`config.mk`:
```
export PLATFORM = sky130hd
export DESIGN_NAME = apb_master_ctrl
export DESIGN_NICKNAME = d
export VERILOG_FILES = /design/src/rtl/apb_pkg.sv /design/src/rtl/apb_master_ctrl.sv
export SDC_FILE = /design/constraint.sdc
export NUM_CORES = 1
export LEC_CHECK = 0
export BUFFER_PORTS_ARGS = -buffer_cell sky130_fd_sc_hd__buf_2
export CAP_MARGIN = 20
export CORE_UTILIZATION = 35
export CTS_BUF_LIST = sky130_fd_sc_hd__clkbuf_8
export CTS_CLUSTER_SIZE = 16
export DETAILED_ROUTE_END_ITERATION = 10
export GPL_TIMING_DRIVEN = 0
export PLACE_DENSITY_LB_ADDON = 0.12
export SLEW_MARGIN = 20
export SYNTH_ARGS = -nofsm -noshare
export SYNTH_HDL_FRONTEND = slang
export SYNTH_SLANG_ARGS = --single-unit
```
`constraint.sdc`:
```
create_clock -name pclk -period 1.8 [get_ports pclk]
set_input_delay 0.36 -clock pclk [delete_from_list [all_inputs] [get_ports pclk]]
set_output_delay 0.36 -clock pclk [all_outputs]
set_load 0.005 [all_outputs]
```
`src/rtl/apb_pkg.sv`:
```
// Shared APB types: requester FSM states, slave decode window and latched request.
// Latency: n/a (types and constants only).
// Backpressure: n/a.
package apb_pkg;

   localparam int APB_ADDR_W = 32;
   localparam int APB_DATA_W = 32;

   // Base of the single APB slave; the window is 2**APB_WIN_BITS bytes.
   localparam logic [APB_ADDR_W-1:0] SLAVE_ADDR   = 32'h0000_A000;
   localparam int                    APB_WIN_BITS = 12;

   typedef enum logic [1:0] {
      ST_IDLE   = 2'd0,
      ST_SETUP  = 2'd1,
      ST_ACCESS = 2'd2
   } apb_state_t;

   // Request captured on accept; drives paddr/pwrite/pwdata directly.
   typedef struct packed {
      logic                  write;
      logic [APB_ADDR_W-1:0] addr;
      logic [APB_DATA_W-1:0] wdata;
   } apb_req_t;

endpackage

```
`src/rtl/apb_master_ctrl.sv`:
```
// APB requester: one valid/ready request in, one APB transfer out, one response pulse back.
// Latency: hit = 3 cycles + pready wait states; decode miss = 1 cycle (error response).
// Backpressure: req_ready low while a transfer is outstanding; rsp_valid cannot be stalled.
//
// Ports:
//   pclk, preset_n                      clock, asynchronous active-low reset
//   req_valid/req_ready                 request handshake
//   req_write, req_addr, req_wdata      request payload
//   rsp_valid, rsp_rdata, rsp_err       one-cycle response (rdata 0 for writes/errors)
//   psel, penable, pwrite, paddr, pwdata  APB requester outputs (all registered)
//   prdata, pready                      APB slave return
//
// Build option: APB_TIMEOUT_EN adds an ACCESS-phase wait limit of TIMEOUT_CYC cycles,
// after which the transfer is abandoned with rsp_err=1. Without it ACCESS waits forever.
module apb_master_ctrl
   import apb_pkg::*;
#(
   parameter int ADDR_W      = APB_ADDR_W,
   parameter int DATA_W      = APB_DATA_W,
   parameter int TIMEOUT_CYC = 16
) (
   input  logic              pclk,
   input  logic              preset_n,
   input  logic              req_valid,
   output logic              req_ready,
   input  logic              req_write,
   input  logic [ADDR_W-1:0] req_addr,
   input  logic [DATA_W-1:0] req_wdata,
   output logic              rsp_valid,
   output logic [DATA_W-1:0] rsp_rdata,
   output logic              rsp_err,
   output logic              psel,
   output logic              penable,
   output logic              pwrite,
   output logic [ADDR_W-1:0] paddr,
   output logic [DATA_W-1:0] pwdata,
   input  logic [DATA_W-1:0] prdata,
   input  logic              pready
);

   apb_state_t        state, state_nxt;
   apb_req_t          req_q, req_nxt;
   logic              psel_nxt, penable_nxt, ready_nxt;
   logic              rsp_valid_nxt, rsp_err_nxt;
   logic [DATA_W-1:0] rsp_rdata_nxt;
   logic              dec_hit;

   // Only the bits above the window are compared; the low bits select inside the slave.
   assign dec_hit = (req_addr[ADDR_W-1:APB_WIN_BITS] == SLAVE_ADDR[ADDR_W-1:APB_WIN_BITS]);

`ifdef APB_TIMEOUT_EN
   localparam int CNT_W = $clog2(TIMEOUT_CYC + 1);
   logic [CNT_W-1:0] to_cnt, to_cnt_nxt, to_cnt_inc;
   assign to_cnt_inc = to_cnt + 1'b1;
`endif

   // Next-state and next-output logic.
   always_comb begin
      state_nxt     = state;
      req_nxt       = req_q;
      psel_nxt      = psel;
      penable_nxt   = penable;
      ready_nxt     = 1'b0;
      rsp_valid_nxt = 1'b0;
      rsp_err_nxt   = 1'b0;
      rsp_rdata_nxt = '0;
`ifdef APB_TIMEOUT_EN
      to_cnt_nxt    = to_cnt;
`endif
      case (state)
         ST_IDLE: begin
            psel_nxt    = 1'b0;
            penable_nxt = 1'b0;
            ready_nxt   = 1'b1;
            if (req_valid && req_ready) begin
               ready_nxt = 1'b0;
               if (dec_hit) begin
                  // Only hits update the bus payload, so paddr keeps the last real transfer.
                  req_nxt   = '{write: req_write, addr: req_addr, wdata: req_wdata};
                  psel_nxt  = 1'b1;
                  state_nxt = ST_SETUP;
               end else begin
                  rsp_valid_nxt = 1'b1;
                  rsp_err_nxt   = 1'b1;
               end
            end
         end
         ST_SETUP: begin
            penable_nxt = 1'b1;
            state_nxt   = ST_ACCESS;
`ifdef APB_TIMEOUT_EN
            to_cnt_nxt  = '0;
`endif
         end
         ST_ACCESS: begin
            if (pready) begin
               psel_nxt      = 1'b0;
               penable_nxt   = 1'b0;
               ready_nxt     = 1'b1;
               rsp_valid_nxt = 1'b1;
               rsp_rdata_nxt = req_q.write ? '0 : prdata;
               state_nxt     = ST_IDLE;
            end
`ifdef APB_TIMEOUT_EN
            // pready on the limit cycle is handled above and wins over the timeout.
            else if (to_cnt_inc == CNT_W'(TIMEOUT_CYC)) begin
               psel_nxt      = 1'b0;
               penable_nxt   = 1'b0;
               ready_nxt     = 1'b1;
               rsp_valid_nxt = 1'b1;
               rsp_err_nxt   = 1'b1;
               state_nxt     = ST_IDLE;
            end else begin
               to_cnt_nxt = to_cnt_inc;
            end
`endif
         end
         default: begin
            state_nxt   = ST_IDLE;
            psel_nxt    = 1'b0;
            penable_nxt = 1'b0;
         end
      endcase
   end

   always_ff @(posedge pclk or negedge preset_n) begin
      if (!preset_n) begin
         state <= ST_IDLE;
      end else begin
         state <= state_nxt;
      end
   end

   always_ff @(posedge pclk or negedge preset_n) begin
      if (!preset_n) begin
         req_q     <= '0;
         psel      <= 1'b0;
         penable   <= 1'b0;
         req_ready <= 1'b0;
         rsp_valid <= 1'b0;
         rsp_err   <= 1'b0;
         rsp_rdata <= '0;
      end else begin
         req_q     <= req_nxt;
         psel      <= psel_nxt;
         penable   <= penable_nxt;
         req_ready <= ready_nxt;
         rsp_valid <= rsp_valid_nxt;
         rsp_err   <= rsp_err_nxt;
         rsp_rdata <= rsp_rdata_nxt;
      end
   end

`ifdef APB_TIMEOUT_EN
   always_ff @(posedge pclk or negedge preset_n) begin
      if (!preset_n) begin
         to_cnt <= '0;
      end else begin
         to_cnt <= to_cnt_nxt;
      end
   end
`endif

   assign pwrite = req_q.write;
   assign paddr  = req_q.addr;
   assign pwdata = req_q.wdata;

endmodule
```
; ---- Word level (Yosys, flattened, before mapping)
; Cells that the tools add are included.
[totals]
word_cells = 41
regBits = 104
[classes]
eq_ne = 6
n_mux = 19
n_bitwise = 1
n_reduce_logical = 5
[ops]
columns = cell, n
row1 = 2-to-1 mux 32 bit, 3
row2 = "equality test 20 x 4 -> 1 bit, second input constant", 1
row3 = 2-to-1 mux 1 bit, 8
row4 = 2-to-1 mux 2 bit, 3
row5 = "inequality test 2 bit, second input constant", 3
row6 = one-hot mux 1 bit (2 select lines), 3
row7 = one-hot mux 2 bit (3 select lines), 1
row8 = AND reduction 3 bit, 2
row9 = one-hot mux 1 bit (3 select lines), 1
row10 = "equality test 2 x 1 -> 1 bit, second input constant", 1
row11 = "equality test 2 bit, second input constant", 1
row12 = logical NOT 2 bit, 1
row13 = AND reduction 2 bit, 1
row14 = logical AND 1 bit, 1
row15 = NOT 1 bit, 1

; ---- Logic depth before layout (Yosys ltp)
[depth]
ltp_word = 4
depth_mapped = 6
mapped_depth_nobuf = 4

; ---- Worst setup path after synthesis
; No wires, ideal clock.
[synth_path]
path_type = input to register
start = input port req_addr[12]
end = register req_q (netlist bit paddr[0])
path_slack_ns = -0.362
setup_time_ns = 0.127
t_required_ns = 1.673
path_stages = 6
t_arrival_ns = 2.034
path_buffers = 2
path_cell_list = or4b_1 -> or4_4 -> nor2_4 -> buf_6 -> buf_6 -> mux2_1
[synth_between]
elab_chain_cells = 2
[synth_lines]
columns = element, line
row1 = from (decl), apb_master_ctrl.sv:27  ; input logic [ADDR_W-1:0] req_addr,
row2 = equality test 20 x 4 -> 1 bit, apb_master_ctrl.sv:49  ; assign dec_hit = (req_addr[ADDR_W-1:APB_WIN_BITS] == SLAVE_ADDR[ADDR_W-1:APB_WIN_BITS]);
row3 = AND reduction 3 bit (no source line), n/a
row4 = to (signal assigned), apb_master_ctrl.sv:144  ; req_q <= req_nxt;
row5 = to (decl), apb_master_ctrl.sv:42  ; apb_req_t req_q, req_nxt;
; No other way between the ends.
; A chain may end at the register's enable or synchronous reset.

; ---- Worst setup path after layout
[layout_path]
start = input port req_addr[12]
end = register req_q (netlist bit paddr[9])
; Same word-level chain as after synthesis.

==> results.py <==
metrics = {
    "worst_hold_path": {
        "worstHoldPathType": "in -> reg",
        "hold_end": "rsp_rdata[11]",
        "hold_start": "prdata[11]",
        "hold_path_depth": 2,
    },
    "sta": {
        "final-hold-violation-count": 0,
        "timing.final.crit_period_ns": 1.94,
        "setup_viol": 45,
        "min_period_over_period_pct": 108,
        "max-slew-margin-rel_pct": 74.8,
        "slew_viols_final": 0,
        "rsz0062_at_grt": "yes",
        "setup_slack_ns": -0.137,
        "worstMarginPinSlew_ns": 0.378,
        "skew_ns": 0.00785,
        "max_freq_mhz": 516,
    },
    "drt": {
        "via_count": 2640,
        "antenna_violating_nets_post_route": 0,
        "finalWirelength_mm": 7.90,
        "drt_pre_antenna_iters": 4,
        "post_drt_wl_per_cell_um": 13.1,
        "drtIter0Drc": 62,
        "post-route-drc-count": 0,
        "vias_per_cell": 4.39,
    },
    "grt": {
        "grt_remaining_overflow": 0,
        "global_route_wire_length_before_repair_mm": 12.9,
        "gr-max-usage-layer": "met2",
        "total_routing_usage_reported_by_global_routing_pct": 15.1,
        "grt_antenna_before_repair": 0,
        "maximum_number_of_pins_on_one_net_before_global_route_repair": 75,
        "grt_use_met2_pct": 23.3,
        "use_met3_pct": 4.87,
        "first_global_vias": 2700,
        "grt_use_met1_pct": 19.2,
    },
    "yosys": {
        "yosys.area.top_type": "sky130_fd_sc_hd__dfrtp_1",
        "postSynthNetCount": 340,
        "postSynthRegisterBits": 104,
        "synthesis.yosys.warnings": 0,
        "syn_inst": 239,
        "synth.cell_area_um2": 3690,
        "ys.flop_type": "sky130_fd_sc_hd__dfrtp_1",
        "synth-edff-count": 0,
        "post-synth-top-count-cell": "sky130_fd_sc_hd__dfrtp_1",
        "synth.top_cell.area_share_pct": 70.6,
        "post_synth_main_area_contributors": "sky130_fd_sc_hd__dfrtp_1 71%, sky130_fd_sc_hd__mux2_2 7.9%, sky130_fd_sc_hd__mux2_1 5.8%",
        "post_synth_most_frequent_cells": "104 x sky130_fd_sc_hd__dfrtp_1, 32 x sky130_fd_sc_hd__and2_1, 26 x sky130_fd_sc_hd__mux2_2, 19 x sky130_fd_sc_hd__mux2_1, 18 x sky130_fd_sc_hd__nor2b_1",
        "synth_cell_types": 24,
        "postSynthAreaPerCell_um2": 15.4,
        "share_of_flip_flops_with_an_asynchronous_set_or_reset_pct": 100,
        "synth_seq_area_share_pct": 70.6,
    },
    "worst_setup_path": {
        "critical_path.max_stage_delay_ns": 0.53,
        "worstSetupPathType": "in -> reg",
        "crit-reg2reg-launch": "state[0]",
        "cell_by_cell_listing_of_the_critical_path": "buf_6, or4b_4, or4_4, nor2_4, buf_8, buf_8, mux2_1",
        "worst_r2r_endpoint": "paddr[9]",
        "crit_path_end_kind": "flip-flop",
        "worstPathArrival_ns": 2.18,
        "worst-endpoint-required_ns": 2.04,
        "cp_common_cell": "sky130_fd_sc_hd__buf_8",
        "critPathLaunchType": "input pin",
        "crit_path_top_delay_cell": "sky130_fd_sc_hd__or4b_4",
        "timing.critical_path.fanout_max": 10,
        "ff2ff_setup_slack_ns": -0.10,
        "worst_r2r_path_depth": 5,
    },
    "power": {
        "switchingPower_uw": 901,
        "power.density_nw_per_um2": 746,
        "sequential_share_of_power_pct": 60.1,
        "leakage_dissipation_nw": 3.11,
        "cell_internal_pwr_mw": 3.00,
        "post-layout-total-power_mw": 3.90,
        "ir_worst_vdd_mv": 0.339,
        "switching_share_pct": 23.1,
        "power.clock.fraction_pct": 35.3,
        "power_frac_comb_pct": 4.6,
    },
    "cts": {
        "clk_transition_reported_paths_ns": 0.10,
        "clockBufferDepth": 2,
        "root_buffer": "sky130_fd_sc_hd__clkbuf_8",
        "clock_sinks": 104,
        "cts_buffers": 9,
        "tritoncts": "yes",
        "htree_num_levels": 3,
        "insertion_delay_ns": 0.36,
    },
    "placement": {
        "finalWeightedCongestion": 0.738,
        "numPortBuffers": 202,
        "dpl_worst_slack_ns": -0.600,
        "dp_hpwl_mm": 5.74,
    },
    "job": {
        "max-cap-violations": 0,
    },
    "finish": {
        "nNetsFinal": 561,
        "drive_gt1_share_pct": 57.6,
        "syn2layout_area_growth_pct": 41.6,
        "fillCellCount": 982,
        "num_antenna_cells": 0,
        "layout.core_utilization_pct": 50.8,
    },
    "floorplan": {
        "die_h_um": 105,
        "initial_core_util_pct": 35.9,
        "top_level_ports": 203,
        "rows": 37,
        "die_width_um": 105,
        "design.die.area_um2": 10900,
        "design.core.area_um2": 10300,
    },
    "outcome": {
        "violations": "setup timing",
        "status": "finished, violations left",
    },
}
[layout make-up]
type	count	area [µm²]	share of cell area [%]
Buffer	10	105	2.01
Tap cell	136	170	3.26
Sequential cell	104	2600	49.9
Clock buffer	10	138	2.64
Timing Repair Buffer	210	1110	21.3
Clock inverter	6	51.3	0.982
Inverter	1	3.75	0.0719
Multi-Input combinational cell	124	1040	19.9
[cells in the final DEF, fill, tap and decap left out, types with 2 or more instances in the layout]
master and instances:
sky130_fd_sc_hd__mux2_1 15, sky130_fd_sc_hd__dfrtp_1 103, sky130_fd_sc_hd__nor2_1 5, sky130_fd_sc_hd__inv_6 3, sky130_fd_sc_hd__buf_6 5, sky130_fd_sc_hd__a21o_1 2, sky130_fd_sc_hd__buf_4 5, sky130_fd_sc_hd__and2_1 32
sky130_fd_sc_hd__nand4_1 2, sky130_fd_sc_hd__clkbuf_1 3, sky130_fd_sc_hd__buf_8 5, sky130_fd_sc_hd__mux2_2 24, sky130_fd_sc_hd__clkbuf_8 10, sky130_fd_sc_hd__nor3_1 2, sky130_fd_sc_hd__clkinv_4 2, sky130_fd_sc_hd__nor4b_1 2
sky130_fd_sc_hd__nor4_1 7, sky130_fd_sc_hd__nor2b_1 18, sky130_fd_sc_hd__mux2_4 6, sky130_fd_sc_hd__buf_2 200, sky130_fd_sc_hd__or2_2 2
[critical path: cells and delay by family]
| kind | cells | cell delay (ns) |
|---|---|---|
| mux | 1 | 0.33 |
| buf+inv | 3 | 0.37 |
| simple gates | 3 | 1.12 |
[cell families (layout without fill, tap and decap cells)]
group	after synthesis	in the layout	synth area share, %
AO/OA/AOI/OAI	4	4	0.882
buffers and inverters	11	237	2.00
flip-flops	104	104	70.6
multiplexers	45	45	13.7
AND/OR/NAND/NOR	75	75	12.8
[sequential cells by signal (all words and copies together) (netlist names)]
| signal | cells |
|---|---|
| paddr | 32 |
| penable | 1 |
| psel | 1 |
| pwdata | 32 |
| pwrite | 1 |
| req_ready | 1 |
| rsp_err | 1 |
| rsp_rdata | 32 |
| rsp_valid | 1 |
| state | 2 |
[how the worst max path moves through the flow]
stage | startpoint | end | slack, ns | cells after the start
after floorplan | req_addr[12] | paddr[0] | -0.35 | 6
after global placement | preset_n | rsp_rdata[21] | -0.76 | 1
after detailed placement | req_addr[12] | paddr[2] | -0.60 | 7
after CTS | req_addr[12] | paddr[9] | -0.12 | 7
after global routing | req_addr[12] | paddr[6] | -0.18 | 7
final | req_addr[12] | paddr[9] | -0.14 | 7
[what timing repair did]
item / in CTS / in global routing
hold buffers: 1 / 0
setup buffers: 4 / 1
endpoints found under the hold margin: 30 / 0
setup endpoints to repair: 50 / 65
cloned: 1 / 0
gates resized for setup: 17 / 4
[power groups by stage]
| stage | Clock [mW] | Sequential [mW] | Combinational (mW) |
|---|---|---|---|
| after floorplan | 0 | 2.39 | 0.0118 |
| after global placement | 0 | 2.39 | 0.169 |
| after detailed placement | 0 | 2.39 | 0.181 |
| after CTS | 1.46 | 2.34 | 0.185 |
| after global routing | 1.53 | 2.34 | 0.204 |
| final | 1.38 | 2.34 | 0.179 |
[per-layer routing]
layer | wire length [µm] | part of all wire [%]
met1 | 3410 | 43
met2 | 3650 | 46
met3 | 703 | 8.9
met4 | 131 | 1.7
met5 | 0 | 0
[through the flow]
step | cells | instance area [µm²] | hold slack (ns) | TNS, ns
after global placement | 577 | 4870 | 0.450 | -108.96
after global routing | 601 | 5220 | 0.170 | -6.65
final | 601 | 5220 | 0.193 | -4.64
after floorplan | 239 | 3690 | 0.0644 | -15.62
after CTS | 600 | 5200 | 0.165 | -3.97
after detailed placement | 578 | 4910 | 0.260 | -31.15
Note: power is estimated with default switching activity, not from simulation.
